===== src/rtl/butterfly_seq_ctrl.sv =====
// -----------------------------------------------------------------------------
// butterfly_seq_ctrl
// Sequencing controller for the FFT butterfly datapath. It takes NUM_IN signed
// operands from the switches, one per button press, and strobes each into a
// datapath operand slot. It then holds compute for COMPUTE_CYCLES cycles and
// finally steps NUM_OUT datapath results onto dataOut, one per press, ending
// with a one-cycle done pulse.
//
// Ports
//   Clock      in   1      rising-edge clock
//   Reset      in   1      synchronous, active-high reset
//   ReadyIn    in   1      debounced push-button level (edge-detected here)
//   DataIn     in   WIDTH  signed operand from the switches
//   ResultIn   in   WIDTH  signed datapath result selected by resultSel
//   dataOut    out  WIDTH  operand being loaded / result being displayed
//   load       out  1      one-cycle strobe: datapath captures dataOut
//   loadSel    out  IW     operand slot index, valid while load=1
//   compute    out  1      high for exactly COMPUTE_CYCLES cycles
//   resultSel  out  OW     result index to the datapath result mux
//   outValid   out  1      dataOut currently shows a result
//   busy       out  1      high in every state except IDLE
//   done       out  1      one-cycle pulse at end of sequence
// All outputs are registered.
// -----------------------------------------------------------------------------
module butterfly_seq_ctrl #(
    parameter int unsigned WIDTH          = 8,
    parameter int unsigned NUM_IN         = 4,
    parameter int unsigned NUM_OUT        = 4,
    parameter int unsigned COMPUTE_CYCLES = 2,
    parameter int unsigned IW             = (NUM_IN  > 1) ? $clog2(NUM_IN)  : 1,
    parameter int unsigned OW             = (NUM_OUT > 1) ? $clog2(NUM_OUT) : 1
) (
    input  logic                    Clock,
    input  logic                    Reset,
    input  logic                    ReadyIn,
    input  logic signed [WIDTH-1:0] DataIn,
    input  logic signed [WIDTH-1:0] ResultIn,
    output logic signed [WIDTH-1:0] dataOut,
    output logic                    load,
    output logic [IW-1:0]           loadSel,
    output logic                    compute,
    output logic [OW-1:0]           resultSel,
    output logic                    outValid,
    output logic                    busy,
    output logic                    done
);

    // Operand counter must reach NUM_IN; compute counter must reach COMPUTE_CYCLES.
    localparam int unsigned CW = $clog2(NUM_IN + 1);
    localparam int unsigned KW = $clog2(COMPUTE_CYCLES + 1);

    typedef enum logic [2:0] {
        S_IDLE    = 3'd0,
        S_LOAD    = 3'd1,
        S_COMPUTE = 3'd2,
        S_SHOW    = 3'd3,
        S_DONE    = 3'd4
    } state_e;

    state_e            state_q, state_d;
    logic [CW-1:0]     in_cnt_q, in_cnt_d;
    logic [KW-1:0]     cyc_cnt_q, cyc_cnt_d;
    logic              ready_q, ready_d;
    logic [WIDTH-1:0]  data_q, data_d;
    logic              load_q, load_d;
    logic [IW-1:0]     load_sel_q, load_sel_d;
    logic              compute_q, compute_d;
    logic [OW-1:0]     result_sel_q, result_sel_d;
    logic              out_valid_q, out_valid_d;
    logic              busy_q, busy_d;
    logic              done_q, done_d;
    // Set when resultSel has just changed; the next cycle captures ResultIn.
    logic              capture_q, capture_d;

    logic              press_c;

    // One press per 0->1 transition of the button level.
    assign press_c = ReadyIn & ~ready_q;

    // State and output registers; reset preloads the edge register so a
    // button held through reset does not count as a press.
    always_ff @(posedge Clock) begin
        if (Reset) begin
            state_q      <= S_IDLE;
            in_cnt_q     <= '0;
            cyc_cnt_q    <= '0;
            ready_q      <= 1'b1;
            data_q       <= '0;
            load_q       <= 1'b0;
            load_sel_q   <= '0;
            compute_q    <= 1'b0;
            result_sel_q <= '0;
            out_valid_q  <= 1'b0;
            busy_q       <= 1'b0;
            done_q       <= 1'b0;
            capture_q    <= 1'b0;
        end else begin
            state_q      <= state_d;
            in_cnt_q     <= in_cnt_d;
            cyc_cnt_q    <= cyc_cnt_d;
            ready_q      <= ready_d;
            data_q       <= data_d;
            load_q       <= load_d;
            load_sel_q   <= load_sel_d;
            compute_q    <= compute_d;
            result_sel_q <= result_sel_d;
            out_valid_q  <= out_valid_d;
            busy_q       <= busy_d;
            done_q       <= done_d;
            capture_q    <= capture_d;
        end
    end

    // Next-state and next-output logic.
    always_comb begin
        state_d      = state_q;
        in_cnt_d     = in_cnt_q;
        cyc_cnt_d    = cyc_cnt_q;
        ready_d      = ReadyIn;
        data_d       = data_q;
        load_d       = 1'b0;
        load_sel_d   = load_sel_q;
        compute_d    = compute_q;
        result_sel_d = result_sel_q;
        out_valid_d  = out_valid_q;
        busy_d       = busy_q;
        done_d       = 1'b0;
        capture_d    = capture_q;

        case (state_q)
            S_IDLE: begin
                if (press_c) begin
                    data_d     = DataIn;
                    load_d     = 1'b1;
                    load_sel_d = '0;
                    in_cnt_d   = CW'(1);
                    cyc_cnt_d  = '0;
                    busy_d     = 1'b1;
                    state_d    = (NUM_IN == 1) ? S_COMPUTE : S_LOAD;
                end
            end

            S_LOAD: begin
                if (press_c) begin
                    data_d     = DataIn;
                    load_d     = 1'b1;
                    load_sel_d = IW'(in_cnt_q);
                    in_cnt_d   = in_cnt_q + CW'(1);
                    // Last operand detected before the increment.
                    if (in_cnt_q == CW'(NUM_IN - 1)) begin
                        state_d = S_COMPUTE;
                    end
                end
            end

            S_COMPUTE: begin
                // First COMPUTE cycle carries the last load strobe, so compute
                // rises one cycle later and never overlaps load.
                if (cyc_cnt_q != KW'(COMPUTE_CYCLES)) begin
                    compute_d = 1'b1;
                    cyc_cnt_d = cyc_cnt_q + KW'(1);
                end else begin
                    compute_d    = 1'b0;
                    cyc_cnt_d    = '0;
                    result_sel_d = '0;
                    capture_d    = 1'b1;
                    state_d      = S_SHOW;
                end
            end

            S_SHOW: begin
                if (capture_q) begin
                    data_d      = ResultIn;
                    out_valid_d = 1'b1;
                    capture_d   = 1'b0;
                end
                if (press_c) begin
                    // Terminal index detected before the increment.
                    if (result_sel_q == OW'(NUM_OUT - 1)) begin
                        data_d      = '0;
                        out_valid_d = 1'b0;
                        capture_d   = 1'b0;
                        done_d      = 1'b1;
                        state_d     = S_DONE;
                    end else begin
                        result_sel_d = result_sel_q + OW'(1);
                        capture_d    = 1'b1;
                    end
                end
            end

            S_DONE: begin
                busy_d  = 1'b0;
                state_d = S_IDLE;
            end

            default: begin
                state_d = S_IDLE;
            end
        endcase
    end

    assign dataOut   = data_q;
    assign load      = load_q;
    assign loadSel   = load_sel_q;
    assign compute   = compute_q;
    assign resultSel = result_sel_q;
    assign outValid  = out_valid_q;
    assign busy      = busy_q;
    assign done      = done_q;

endmodule


===== config.mk =====
export PLATFORM = sky130hd
export DESIGN_NAME = butterfly_seq_ctrl
export DESIGN_NICKNAME = d
export VERILOG_FILES = /design/src/rtl/butterfly_seq_ctrl.sv
export SDC_FILE = /design/constraint.sdc
export NUM_CORES = 1
export LEC_CHECK = 0
export BUFFER_PORTS_ARGS = -buffer_cell sky130_fd_sc_hd__clkbuf_2
export CAP_MARGIN = 20
export CORE_MARGIN = 2
export CORE_UTILIZATION = 30
export CTS_BUF_LIST = sky130_fd_sc_hd__clkbuf_16
export DETAILED_ROUTE_END_ITERATION = 10
export PLACE_DENSITY_LB_ADDON = 0.2
export SLEW_MARGIN = 20
export SYNTH_ARGS = -nofsm -noshare
export SYNTH_HDL_FRONTEND = slang
export SYNTH_SLANG_ARGS = --single-unit

===== constraint.sdc =====
create_clock -name Clock -period 2.85 [get_ports Clock]
set_input_delay 0.285 -clock Clock [delete_from_list [all_inputs] [get_ports Clock]]
set_output_delay 0.285 -clock Clock [all_outputs]
set_load 0.01 [all_outputs]

======== Word-level counts from Yosys, hierarchy flattened ========
Cells that the tools add are included.
word-level totals
  memory bits (writable) .................. 0
  memory bits (read-only) ................. 0
  bits of input ports ..................... 19
  flip-flop bits (word level) ............. 27
  latch bits .............................. 0
  logic and storage cells ................. 87
  memories kept ........................... 0
cells by class
  multiply operators ...................... 0
  reductions and logical operators ........ 16
  add/sub/neg operators ................... 3
  shifts and indexed selects .............. 0
  mux-type cells .......................... 35
  eq/ne operators ......................... 15
  bitwise gates (word level) .............. 5
  magnitude comparators ................... 0
  divide/modulo/power cells ............... 0
operators with widths
  cell                                            count
  2-to-1 mux 8 bit                                4
  2-to-1 mux 3 bit                                7
  inequality test 2 bit (second input constant)   8
  case mux 8 bit (2 select lines)                 1
  2-to-1 mux 2 bit                                6
  case mux 2 bit (2 select lines)                 3
  case mux 3 bit (4 select lines)                 1
  2-to-1 mux 1 bit                                10
  nonzero test 2 bit                              5
  == test 3 x 2 -> 1 bit (second input constant)  3
  AND reduction 2 bit                             4
  case mux 3 bit (2 select lines)                 1
  AND reduction 6 bit                             1
  adder 2 x 1 -> 2 bit (second input constant)    2
  inverter 1 bit                                  4
  case mux 1 bit (2 select lines)                 2
  AND reduction 4 bit                             1
  OR reduction 2 bit                              2
  adder 3 x 1 -> 3 bit (second input constant)    1
  == test 3 x 1 -> 1 bit (second input constant)  1
  == test 3 bit (second input constant)           1
  zero test 3 bit                                 1
  AND reduction 3 bit                             1
  OR reduction 3 bit                              1
  3 further kinds                                 3

======== Depth between registers and ports, before layout ========
  depth after elaboration ................. 4
  depth in mapped cells ................... 6

======== Worst setup path after synthesis ========
No wires, ideal clock.
  path kind ............................... register -> register
  start point ............................. register in_cnt_q[0]
  end point ............................... register state_q[0]
  arrival time ............................ 1.355 ns
  cell stages (with the launch flop) ...... 7
  buffers on the path ..................... 0
  data required time ...................... 2.729 ns
  setup time .............................. 0.121 ns
  path slack .............................. 1.373 ns
  cells stage by stage .................... dfxtp_1 > ha_1 > ha_1 > nor2b_1 > o21ai_0 > nor3b_1 > mux2_4
between the ends
  cells in the longest elaborated chain, start to end .. 3
RTL lines
  what                                    RTL line  source
  start: declaration                      61        logic [CW-1:0] in_cnt_q, in_cnt_d;
  start signal: assignment                99        in_cnt_q <= in_cnt_d;
  == test 3 x 2 -> 1 bit                  150       if (in_cnt_q == CW'(NUM_IN - 1)) begin
  inequality test 2 bit (no source line)  n/a
  AND reduction 6 bit (no source line)    n/a
  end signal: assignment                  98        state_q <= state_d;
  end: declaration                        60        state_e state_q, state_d;
Every way passes these cells.
A chain may end at the register's enable or synchronous reset.

======== Worst setup path after layout ========
  start point ............................. register state_q[2]
  end point ............................... register state_q[0]
between the ends
  cells in the longest elaborated chain, start to end .. 3
  elaborated cells on any way between the ends .. 12
  classes of those cells .................. eq/ne: 9; mux: 1; reduce/logical: 2
RTL lines
  what                                                  RTL line  source
  == test 3 x 2 -> 1 bit, or another cell as far along  130       case (state_q)
  inequality test 2 bit (no source line)                n/a
  AND reduction 6 bit (no source line)                  n/a
Parallel ways exist; a longest one is shown, timed or not.

==> impl_metrics.env <==
export IMPL_postCtsSetupRepairBufs=0
export IMPL_regToRegSetupSlack_ns=0.85
export IMPL_critical_path_endpoint="state_q[0]"
export IMPL_io_pins=36
export IMPL_maxCapViolations=0
export IMPL_place_congestion=0.713
export IMPL_hold_viol=0
export IMPL_final_util_pct=36.9
export IMPL_ir_worst_vdd_uv=233
export IMPL_setup_viol=0
export IMPL_initial_utilization_pct=30.9
export IMPL_startpoint_type="flip-flop"
export IMPL_htree_levels=1
export IMPL_status="complete, no violations"
export IMPL_syn_area_per_cell_um2=8.73
export IMPL_cts_buffer_depth=2
export IMPL_areaGrowthSynthToFinish_pct=19.4
export IMPL_grt_pass1_wl_mm=5.16
export IMPL_die_area_um2=4970
export IMPL_synth_top_area_share_pct=40.7
export IMPL_via_per_inst=4.97
export IMPL_num_vias=1154
export IMPL_worstReg2RegEnd="state_q[0]"
export IMPL_finalSetupTns_ns=0
export IMPL_required_ns=3.00
export IMPL_grtUsageMet3_pct=2.16
export IMPL_grt_pass1_vias=1165
export IMPL_port_buffers=35
export IMPL_crit_path_max_incr_delay_ns=0.87
export IMPL_firstDrtPassIters=4
export IMPL_path_cells="or3b_4 -> nor2_4 -> nor3b_1 -> mux2_4"
export IMPL_grt_total_usage_pct=12.7
export IMPL_rows=24
export IMPL_dpl_cell_area_um2=1510
export IMPL_numCtsBuffers=3
export IMPL_holdWs_ns=0.255
export IMPL_syn_num_nets=174
export IMPL_synthCells=152
export IMPL_worst_setup_hold_path_clk_slew_ns=0.06
export IMPL_hold_buffers=0
export IMPL_clk_latency_ns=0.26
export IMPL_slew_headroom_pct=44.3
export IMPL_crit_fanout=22
export IMPL_mostFrequentLayoutCells="35 x clkbuf_2, 27 x dfxtp_1, 24 x nor2_1"
export IMPL_clock_sinks=27
export IMPL_dp_cells=228
export IMPL_drt_iter0_drc=41
export IMPL_drv_slew=0
export IMPL_arrival_ns=2.15
export IMPL_fin_cells=232
export IMPL_r2r_start="state_q[2]"
export IMPL_max_freq_mhz=501
export IMPL_diodes=0
export IMPL_worst_slew_pin_transition_ns=0.834
export IMPL_yosysWarnings=0
export IMPL_ys_ff_latch=27
export IMPL_nets=203
export IMPL_drive_gt1_share_pct=31.1
export IMPL_p_per_area_nw_per_um2=505
export IMPL_ant_nets=0
export IMPL_period_needed_ns=2.00
export IMPL_final_common_cell="clkbuf_2"
export IMPL_grt_setup_unrepaired="no"
export IMPL_die_x_um=70.5
export IMPL_endpoint_kind="flip-flop"
export IMPL_grt_max_degree=29
export IMPL_cts_tree="built"
export IMPL_die_y_um=70.5
export IMPL_ys_types=33
export IMPL_yosysSeqAreaShare_pct=40.7
export IMPL_synth_area_top_cells="dfxtp_1 41%, mux2_2 6.8%, nor2_1 6.8%"
export IMPL_use_met2_pct=21.4
export IMPL_core_um2=4290
export IMPL_syn_area_um2=1330
export IMPL_use_met1_pct=15.5
export IMPL_path_class="reg2reg"
export IMPL_drt_drc_violations_left=0
export IMPL_setup_worst_path_start="state_q[2]"
export IMPL_routedWlPerCell_um=13.1
export IMPL_finClkSkew_ns=0.00326
export IMPL_final_area_um2=1590
export IMPL_synth_top_area_cell="dfxtp_1"
export IMPL_rr_worst_depth=4
export IMPL_busiest_layer="met2"
export IMPL_p_leak_nw=0.650
export IMPL_cts_resized_gates=0
export IMPL_wl_mm=3.04
export IMPL_fin_crit_sh_pct=70.0
export IMPL_cpMaxStageDelayCell="dfxtp_1"
export IMPL_place_hpwl_mm=2.19
export IMPL_antenna_found_initial=0
export IMPL_cts_root_buf="clkbuf_16"
export IMPL_grt_ovfl_total=0
export IMPL_hold_class="in2reg"
[synthesized netlist by cell type]
| cell | number |
|---|---|
| o21a_1 | 1 |
| a22oi_1 | 1 |
| inv_1 | 1 |
| nor4_1 | 2 |
| or2_4 | 1 |
| a21oi_4 | 1 |
| mux2_4 | 1 |
| xnor2_1 | 1 |
| buf_2 | 4 |
| nor3_1 | 2 |
| clkbuf_1 | 5 |
| mux2_2 | 8 |
| a211oi_2 | 1 |
| buf_4 | 1 |
| nand2b_1 | 1 |
| a211oi_1 | 10 |
| nor2_4 | 1 |
| nor2b_1 | 5 |
| nor3b_1 | 2 |
| or2_2 | 1 |
| nand3_1 | 4 |
| nand3b_1 | 2 |
| or3b_4 | 2 |
| o21ai_0 | 14 |
| buf_6 | 2 |
| dfxtp_1 | 27 |
| ha_1 | 3 |
| nor2_1 | 24 |
| mux2i_1 | 1 |
| nand2_1 | 4 |
| nand2_2 | 1 |
| a311oi_1 | 1 |
| a21oi_1 | 17 |
[cell type report]
cell class | count | area [µm²]
fill | 479 | 2710
clock buffer | 3 | 75.1
multi-input combinational | 112 | 714
clock inverter | 1 | 3.75
tap | 52 | 65.1
inverter | 1 | 3.75
sequential | 27 | 541
timing repair buffer | 36 | 183
[power by group]
group	total, mW	leakage [nW]	internal [mW]	switching, mW
sequential	0.405	0.219	0.390	0.0148
clock	0.314	0.0423	0.188	0.126
combinational	0.0811	0.389	0.0403	0.0408
total	0.800	0.650	0.618	0.182
[routing by layer]
layer	wire, µm	up-vias	part of all wire (%)
li1	-	593	-
met1	1390	537	46
met2	1510	19	50
met3	90	5	3.0
met4	53	0	1.7
met5	0	-	0
[worst min path at each step]
stage / cells past startpoint / from / to
floorplan: 1 / ReadyIn / ready_q
global placement: 2 / loadSel[1] / loadSel[1]
detailed placement: 2 / loadSel[1] / loadSel[1]
CTS: 2 / ReadyIn / ready_q
global route: 2 / ReadyIn / ready_q
finish: 2 / ReadyIn / ready_q
[kinds of logic after synthesis]
group	synth area share [%]
and+or+nand+nor	20.4
AOI/OAI and AO/OA	21.3
DFF	40.7
buffers and inverters	5.47
muxes	8.67
adders and majority gates	2.83
xor gates and xnor gates	0.660
[stage by stage]
step	power, mW	setup WS [ns]
after floorplan	0.467	1.37
after global placement	0.493	1.04
after detailed placement	0.495	0.942
after CTS	0.811	0.859
after global routing	0.834	0.771
final	0.800	0.854
[sequential cells by signal, indices dropped and copies added, names as in the netlist]
signal     count
dataOut        8
in_cnt_q       3
state_q        3
cyc_cnt_q      2
loadSel        2
resultSel      2
busy           1
capture_q      1
compute        1
done           1
load           1
outValid       1
ready_q        1
[critical path: cells and delay by family (launching register included)]
family	cells	cell delay [ns]
muxes	1	0.34
and+or+nand+nor	3	0.67
DFF	1	0.87
Power figures use the tool's default switching activity.
